<file path="src/rtl/seg_scan_ctrl.sv">
// Round-robin scan controller for a common-anode multi-digit 7-segment display.
// Define SEG_DEADTIME_EN to insert DEAD_CYC blank cycles after every digit.
module seg_scan_ctrl #(
    parameter int N_DIG      = 4,
    parameter int CLK_HZ     = 50_000_000,
    parameter int REFRESH_HZ = 1_000,
    parameter int DEAD_CYC   = 64
) (
    input  logic                     clk,
    input  logic                     rst,
    input  logic                     en,
    input  logic                     load,
    input  logic [4*N_DIG-1:0]       digits,
    input  logic [N_DIG-1:0]         dp,
    output logic [6:0]               seg,
    output logic                     dp_n,
    output logic [N_DIG-1:0]         an,
    output logic [$clog2(N_DIG)-1:0] digit_idx,
    output logic                     frame_done
);

    localparam int TICKS = CLK_HZ / REFRESH_HZ;
    localparam int TW    = $clog2(TICKS);
    localparam int IW    = $clog2(N_DIG);

    localparam logic [TW-1:0] TICK_LAST = TW'(TICKS - 1);
    localparam logic [TW-1:0] DEAD_LAST = TW'(DEAD_CYC - 1);
    localparam logic [IW-1:0] IDX_LAST  = IW'(N_DIG - 1);

    typedef enum logic [1:0] {IDLE, SHOW, DEAD} state_t;

    state_t               state, state_nx;
    logic [TW-1:0]        tick, tick_nx;
    logic [IW-1:0]        idx, idx_nx;
    logic                 xfer;
    logic [4*N_DIG-1:0]   pend_dig, shown_dig;
    logic [N_DIG-1:0]     pend_dp, shown_dp;
    logic [6:0]           seg_nx;
    logic                 dp_n_nx;
    logic [N_DIG-1:0]     an_nx;
    logic [3:0]           nib;
    logic                 dp_bit;

    function automatic logic [6:0] decode(input logic [3:0] n);
        case (n)
            4'h0: decode = 7'h40;
            4'h1: decode = 7'h79;
            4'h2: decode = 7'h24;
            4'h3: decode = 7'h30;
            4'h4: decode = 7'h19;
            4'h5: decode = 7'h12;
            4'h6: decode = 7'h02;
            4'h7: decode = 7'h78;
            4'h8: decode = 7'h00;
            4'h9: decode = 7'h18;
            4'hA: decode = 7'h08;
            4'hB: decode = 7'h03;
            4'hC: decode = 7'h46;
            4'hD: decode = 7'h21;
            4'hE: decode = 7'h06;
            default: decode = 7'h0E;
        endcase
    endfunction

    // Shown only refreshes from pending at a frame start, so frames never tear.
    always_ff @(posedge clk or posedge rst) begin
        if (rst) begin
            state     <= IDLE;
            tick      <= '0;
            idx       <= '0;
            pend_dig  <= '0;
            pend_dp   <= '0;
            shown_dig <= '0;
            shown_dp  <= '0;
        end else begin
            state <= state_nx;
            tick  <= tick_nx;
            idx   <= idx_nx;
            if (xfer) begin
                shown_dig <= pend_dig;
                shown_dp  <= pend_dp;
            end
            if (load) begin
                pend_dig <= digits;
                pend_dp  <= dp;
            end
        end
    end

    always_comb begin
        state_nx = state;
        tick_nx  = tick;
        idx_nx   = idx;
        xfer     = 1'b0;
        if (!en) begin
            state_nx = IDLE;
            tick_nx  = '0;
            idx_nx   = '0;
        end else begin
            case (state)
                IDLE: begin
                    state_nx = SHOW;
                    tick_nx  = '0;
                    idx_nx   = '0;
                    xfer     = 1'b1;
                end
                SHOW: begin
                    if (tick == TICK_LAST) begin
                        tick_nx = '0;
                        if (idx == IDX_LAST) begin
                            idx_nx = '0;
                            xfer   = 1'b1;
                        end else begin
                            idx_nx = idx + 1'b1;
                        end
`ifdef SEG_DEADTIME_EN
                        state_nx = DEAD;
`else
                        state_nx = SHOW;
`endif
                    end else begin
                        tick_nx = tick + 1'b1;
                    end
                end
                DEAD: begin
                    if (tick == DEAD_LAST) begin
                        state_nx = SHOW;
                        tick_nx  = '0;
                    end else begin
                        tick_nx = tick + 1'b1;
                    end
                end
                default: begin
                    state_nx = IDLE;
                    tick_nx  = '0;
                    idx_nx   = '0;
                end
            endcase
        end
    end

    always_comb begin
        nib    = 4'h0;
        dp_bit = 1'b0;
        an_nx  = '1;
        for (int k = 0; k < N_DIG; k++) begin
            if (idx == IW'(k)) begin
                nib      = shown_dig[4*k +: 4];
                dp_bit   = shown_dp[k];
                an_nx[k] = (state != SHOW);
            end
        end
        seg_nx     = (state == SHOW) ? decode(nib) : 7'h7F;
        dp_n_nx    = (state == SHOW) ? ~dp_bit : 1'b1;
        frame_done = en && (state == SHOW) &&
                     (tick == TICK_LAST) && (idx == IDX_LAST);
    end

    always_ff @(posedge clk or posedge rst) begin
        if (rst) begin
            seg       <= 7'h7F;
            dp_n      <= 1'b1;
            an        <= '1;
            digit_idx <= '0;
        end else begin
            seg       <= seg_nx;
            dp_n      <= dp_n_nx;
            an        <= an_nx;
            digit_idx <= idx;
        end
    end

endmodule

</file>
<file path="config.mk">
export PLATFORM = sky130hd
export DESIGN_NAME = seg_scan_ctrl
export DESIGN_NICKNAME = d
export VERILOG_FILES = /design/src/rtl/seg_scan_ctrl.sv
export SDC_FILE = /design/constraint.sdc
export NUM_CORES = 1
export LEC_CHECK = 0
export CORE_ASPECT_RATIO = 0.75
export CORE_UTILIZATION = 62
export CTS_BUF_LIST = sky130_fd_sc_hd__clkbuf_8
export CTS_CLUSTER_DIAMETER = 100
export CTS_CLUSTER_SIZE = 12
export DETAILED_ROUTE_END_ITERATION = 8
export HOLD_SLACK_MARGIN = 0.03
export PLACE_DENSITY = 0.87
export SYNTH_ARGS = -nofsm -noshare
export SYNTH_HDL_FRONTEND = slang
export SYNTH_SLANG_ARGS = --single-unit
</file>
<file path="constraint.sdc">
create_clock -name clk -period 4.05 [get_ports clk]
set_clock_uncertainty 0.05 [all_clocks]
set_input_delay 1.215 -clock clk [delete_from_list [all_inputs] [get_ports clk]]
set_output_delay 1.215 -clock clk [all_outputs]
set_load 0.05 [all_outputs]
</file>
After elaboration in Yosys (flattened, before gate mapping) --
Memories as Yosys holds them, arrays and structs flattened. Index checks and enable logic that the tools add are counted.
Storage, ports and cells: register bits 74, latch bits 0, RAM bits 0, bits in read-only memories 112, logic and storage cells 63, memories 1
Cells by class: add/sub/neg operators 2, $mul 0, divide/modulo/power cells 0, magnitude comparators 0, equal/unequal tests 11, shift operators 0, multiplexer cells 30, bitwise operators 1, reduce and logical (&&, ||, !) cells 7
Memories:
- (name not given) | depth 16, bits a word 7, rd ports 1, clocked after memory_dff 0, wr ports 0, line 45 | case (n)
Operator list (number):
- 2-to-1 mux 16 bit | 3
- one-hot mux 16 bit (2 select lines) | 1
- adder 16 x 1 -> 16 bit (second input constant) | 1
- == test 16 bit (second input constant) | 1
- == test 16 x 6 -> 1 bit (second input constant) | 1
- 2-to-1 mux 4 bit | 4
- 2-to-1 mux 1 bit | 12
- 2-to-1 mux 2 bit | 6
- 2-to-1 mux 7 bit | 1
- == test 2 bit (second input constant) | 3
- one-hot mux 2 bit (3 select lines) | 1
- == test 2 x 1 -> 1 bit (second input constant) | 2
- logical NOT 2 bit | 2
- one-hot mux 2 bit (2 select lines) | 1
- AND reduction 2 bit | 2
- logical AND 1 bit | 3
- inequality test 3 x 2 -> 1 bit (second input constant) | 1
- inequality test 3 bit (second input constant) | 1
- adder 2 x 1 -> 2 bit (second input constant) | 1
- inequality test 2 x 1 -> 1 bit (second input constant) | 1
- inequality test 2 bit (second input constant) | 1
- one-hot mux 1 bit (2 select lines) | 1
- inverter 1 bit | 1

Depth between registers and ports, before layout --
depth in word-level cells 7, depth in mapped cells 11, depth with buffers taken out 10

Worst setup path after synthesis --
No wires, ideal clock.
path type input to output, start point input port en, end point output port frame_done, arrival 2385 ps, required time 2785 ps, setup slack 400 ps, stages 2, path through nand2_1 nor3_1
On the way: longest elaborated chain between the ends 3
RTL lines:
- start, declared | line 11 | input logic en,
- logical AND 1 bit (2 in a row) | line 155 | frame_done = en && (state == SHOW) &&
- logical AND 1 bit | line 156 | (tick == TICK_LAST) && (idx == IDX_LAST);
- end, declared | line 19 | output logic frame_done
No other way between the ends.

Final worst setup path --
Same ends and word-level chain as after synthesis.

==> reports/results.ini <==
[timing]
tightestPinTransition_ns=0.8981
hold_viol=0
slew_headroom_pct=39.94
fmax_mhz=270.5
rsz0062_at_grt=no
finalMaxSlewViolations=0
whs_ns=0.4495
finalSetupViolations=0
tns_ns=0
post-route-min-period_ns=3.697
fin_crit_sh_pct=91.29

[critical_path]
criticalPathCategory=input pin to primary output
crit_fanout=4
path_cells=clkdlybuf4s50_1 -> nand2_1 -> nor3_1 -> buf_12
max_stage_delay_ns=0.52
crit_slowest_cell=clkdlybuf4s50_1
startpoint_type=input pin
crit_path_end_kind=primary output
worstPathRequired_ns=2.78
cp.arrival_ns=2.43

[pwr]
power.switching_uw=493.0
seqPwrFrac_pct=47.0
switching_share_pct=26.77
p_per_area_nw_per_um2=456.3
p_int_uw=1349
total_power_uw=1842
cellLeakagePower_uw=0.001783
ir_drop_mv=0.2884
clock_power_share_pct=33.5
power_frac_comb_pct=19.5

[cts]
h-tree-depth=3
clk_latency_ns=0.35
cts_tree=done
cts_made_buffers=9
ctsResizeCount=0
post_cts_buffers=0
ctsHoldBuffers=0
cts_buffer_depth=2
cts-root-buf=clkbuf_8
clkTransAtPathRegs_ns=0.07
clkSinkCount=73

[yosys]
synthTopCellsByArea=dfrtp_1 (45%), dfstp_2 (9.4%), mux2_4 (8.9%), mux2_2 (6.7%), ha_1 (4.1%)
synthCells=267
yosysTopAreaCell=dfrtp_1
syn_nets=302
ys_seq_area_share_pct=54.70
synthTopCellsByCount=dfrtp_1 (61), nand2_1 (23), mux2_2 (20), mux2_4 (20), nor2_1 (19)
syn_area_um2=3367
syn_avg_cell_area_um2=12.61
yosysWarnings=0
ys_ff_latch=73
async_flop_share_pct=100.0
synth.distinct_cells=43
synthFlopType=dfrtp_1
synth_top_area_share_pct=45.34
synth_most_common_cell=dfrtp_1
synth_edf_count=0

[grt]
grt_pass1_vias=2169
track_usage_pct=25.88
grt_antenna_before_repair=0
grt_pass1_wl_um=10810
grt_max_degree=42
overflow=0

[min_path]
min_path_type=flop to flop

[status]
outcome=completed

[floorplanning]
die-area_um2=5732
die_x_um=87.09
num_io_pins=39
die_h_um=65.82
start_util_pct=66.48
core_um2=5065
rows=22

[cells_and_area]
layout.cells.non_filler=384
nNetsFinal=343
n_fill_cell=312
area_delta_synth_final_pct=19.88
drive_above_1_share_pct=24.36
utilization_pct=79.69
n_antenna_cell=0

[routing]
drtAntennaViolNets=0
vias=2213
drc=0
viasPerCell=5.763
drtIter0Drc=163
post_drt_wl_per_cell_um=16.55
drtPass1Iterations=4
wirelength_um=6357

[place]
io_buffers=38
dp.cells=369
hpwl_um=4260
gp_congestion=0.8159

[run]
drv_cap=0

[per-layer routing]
metal,global-route usage [%],share of wire (%),up-vias
met3,7.740,5.7,11
li1,-,-,1015
met1,36.33,45,1112
met2,39.27,48,75
met5,0,0,-
met4,7.787,1.6,0
[worst max-delay path, delay by kind of cell]
| kind | cells | cell delay (ns) |
|---|---|---|
| buffers and inverters | 2 | 0.71 |
| AND/OR/NAND/NOR | 2 | 0.50 |
[sequential cells by signal (all words and copies together), names as in the netlist]
register and count:
pend_dp 4, pend_dig 16, digit_idx 2, an 4, shown_dig 16, state 1, dp_n 1, idx 2
seg 7, shown_dp 4, tick 16
[placed cells by master, fill, tap and decap left out, types with 3 or more instances in the layout]
master            n
o221ai_1          3
nor2_1           19
o211ai_1          5
clkdlybuf4s50_1  37
xor2_1           11
clkbuf_8         10
inv_1             8
dfstp_2          12
ha_1             11
a21oi_1           6
and3_1            5
xnor2_1           4
dfrtp_1          61
nand3b_1          4
mux2i_1           3
mux2_2           20
nand4_1           3
nand3_1          10
mux2_4           20
nand2_1          23
[through the flow]
stage	worst slack (ns)	instance area (um^2)
2_1_floorplan	0.4000	3367
3_3_place_gp	0.4203	3819
3_5_place_dp	0.3442	3819
4_1_cts	0.3338	4036
5_1_grt	0.2920	4036
6_report	0.3526	4036
[path summary, 6_finish.rpt]
check / start / endpoint / slack (ns) / cells after the start
min: idx[1] / digit_idx[1] / 0.45 / 0
max reg2reg: idx[0] / seg[3] / 1.14 / 9
max: en / frame_done / 0.35 / 4
min in group asynchronous: rst / pend_dp[1] / 1.24 / 2
min reg2reg: idx[1] / digit_idx[1] / 0.45 / 0
max in group asynchronous: rst / an[0] / 1.99 / 3
[final cells by class]
type	instances	area, um^2	area share, %
clock inverter	5	80.08	1.984
multi-input combinational	175	1435	35.55
tap	72	90.09	2.232
sequential	73	1842	45.63
inverter	9	33.78	0.8370
timing repair buffer	40	417.9	10.35
clock buffer	10	137.6	3.410
[cells by family (layout without fill, tap and decap cells)]
family | after synthesis | in the layout | synth area share [%]
fa+ha+maj | 11 | 11 | 4.088
buf+inv | 19 | 64 | 2.675
xor+xnor | 15 | 15 | 3.902
flops | 73 | 73 | 54.70
compound gates | 26 | 26 | 5.352
mux | 43 | 43 | 16.50
simple gates | 80 | 80 | 12.78
[power by group through the flow]
stage          Sequential (uW)  Clock [uW]  Combinational (uW)
2_1_floorplan              929           0                 199
3_3_place_gp               873           0                 345
3_5_place_dp               878           0                 358
4_1_cts                    864         628                 361
5_1_grt                    873         668                 387
6_report                   865         617                 360
(Power assumes the default switching activity.)
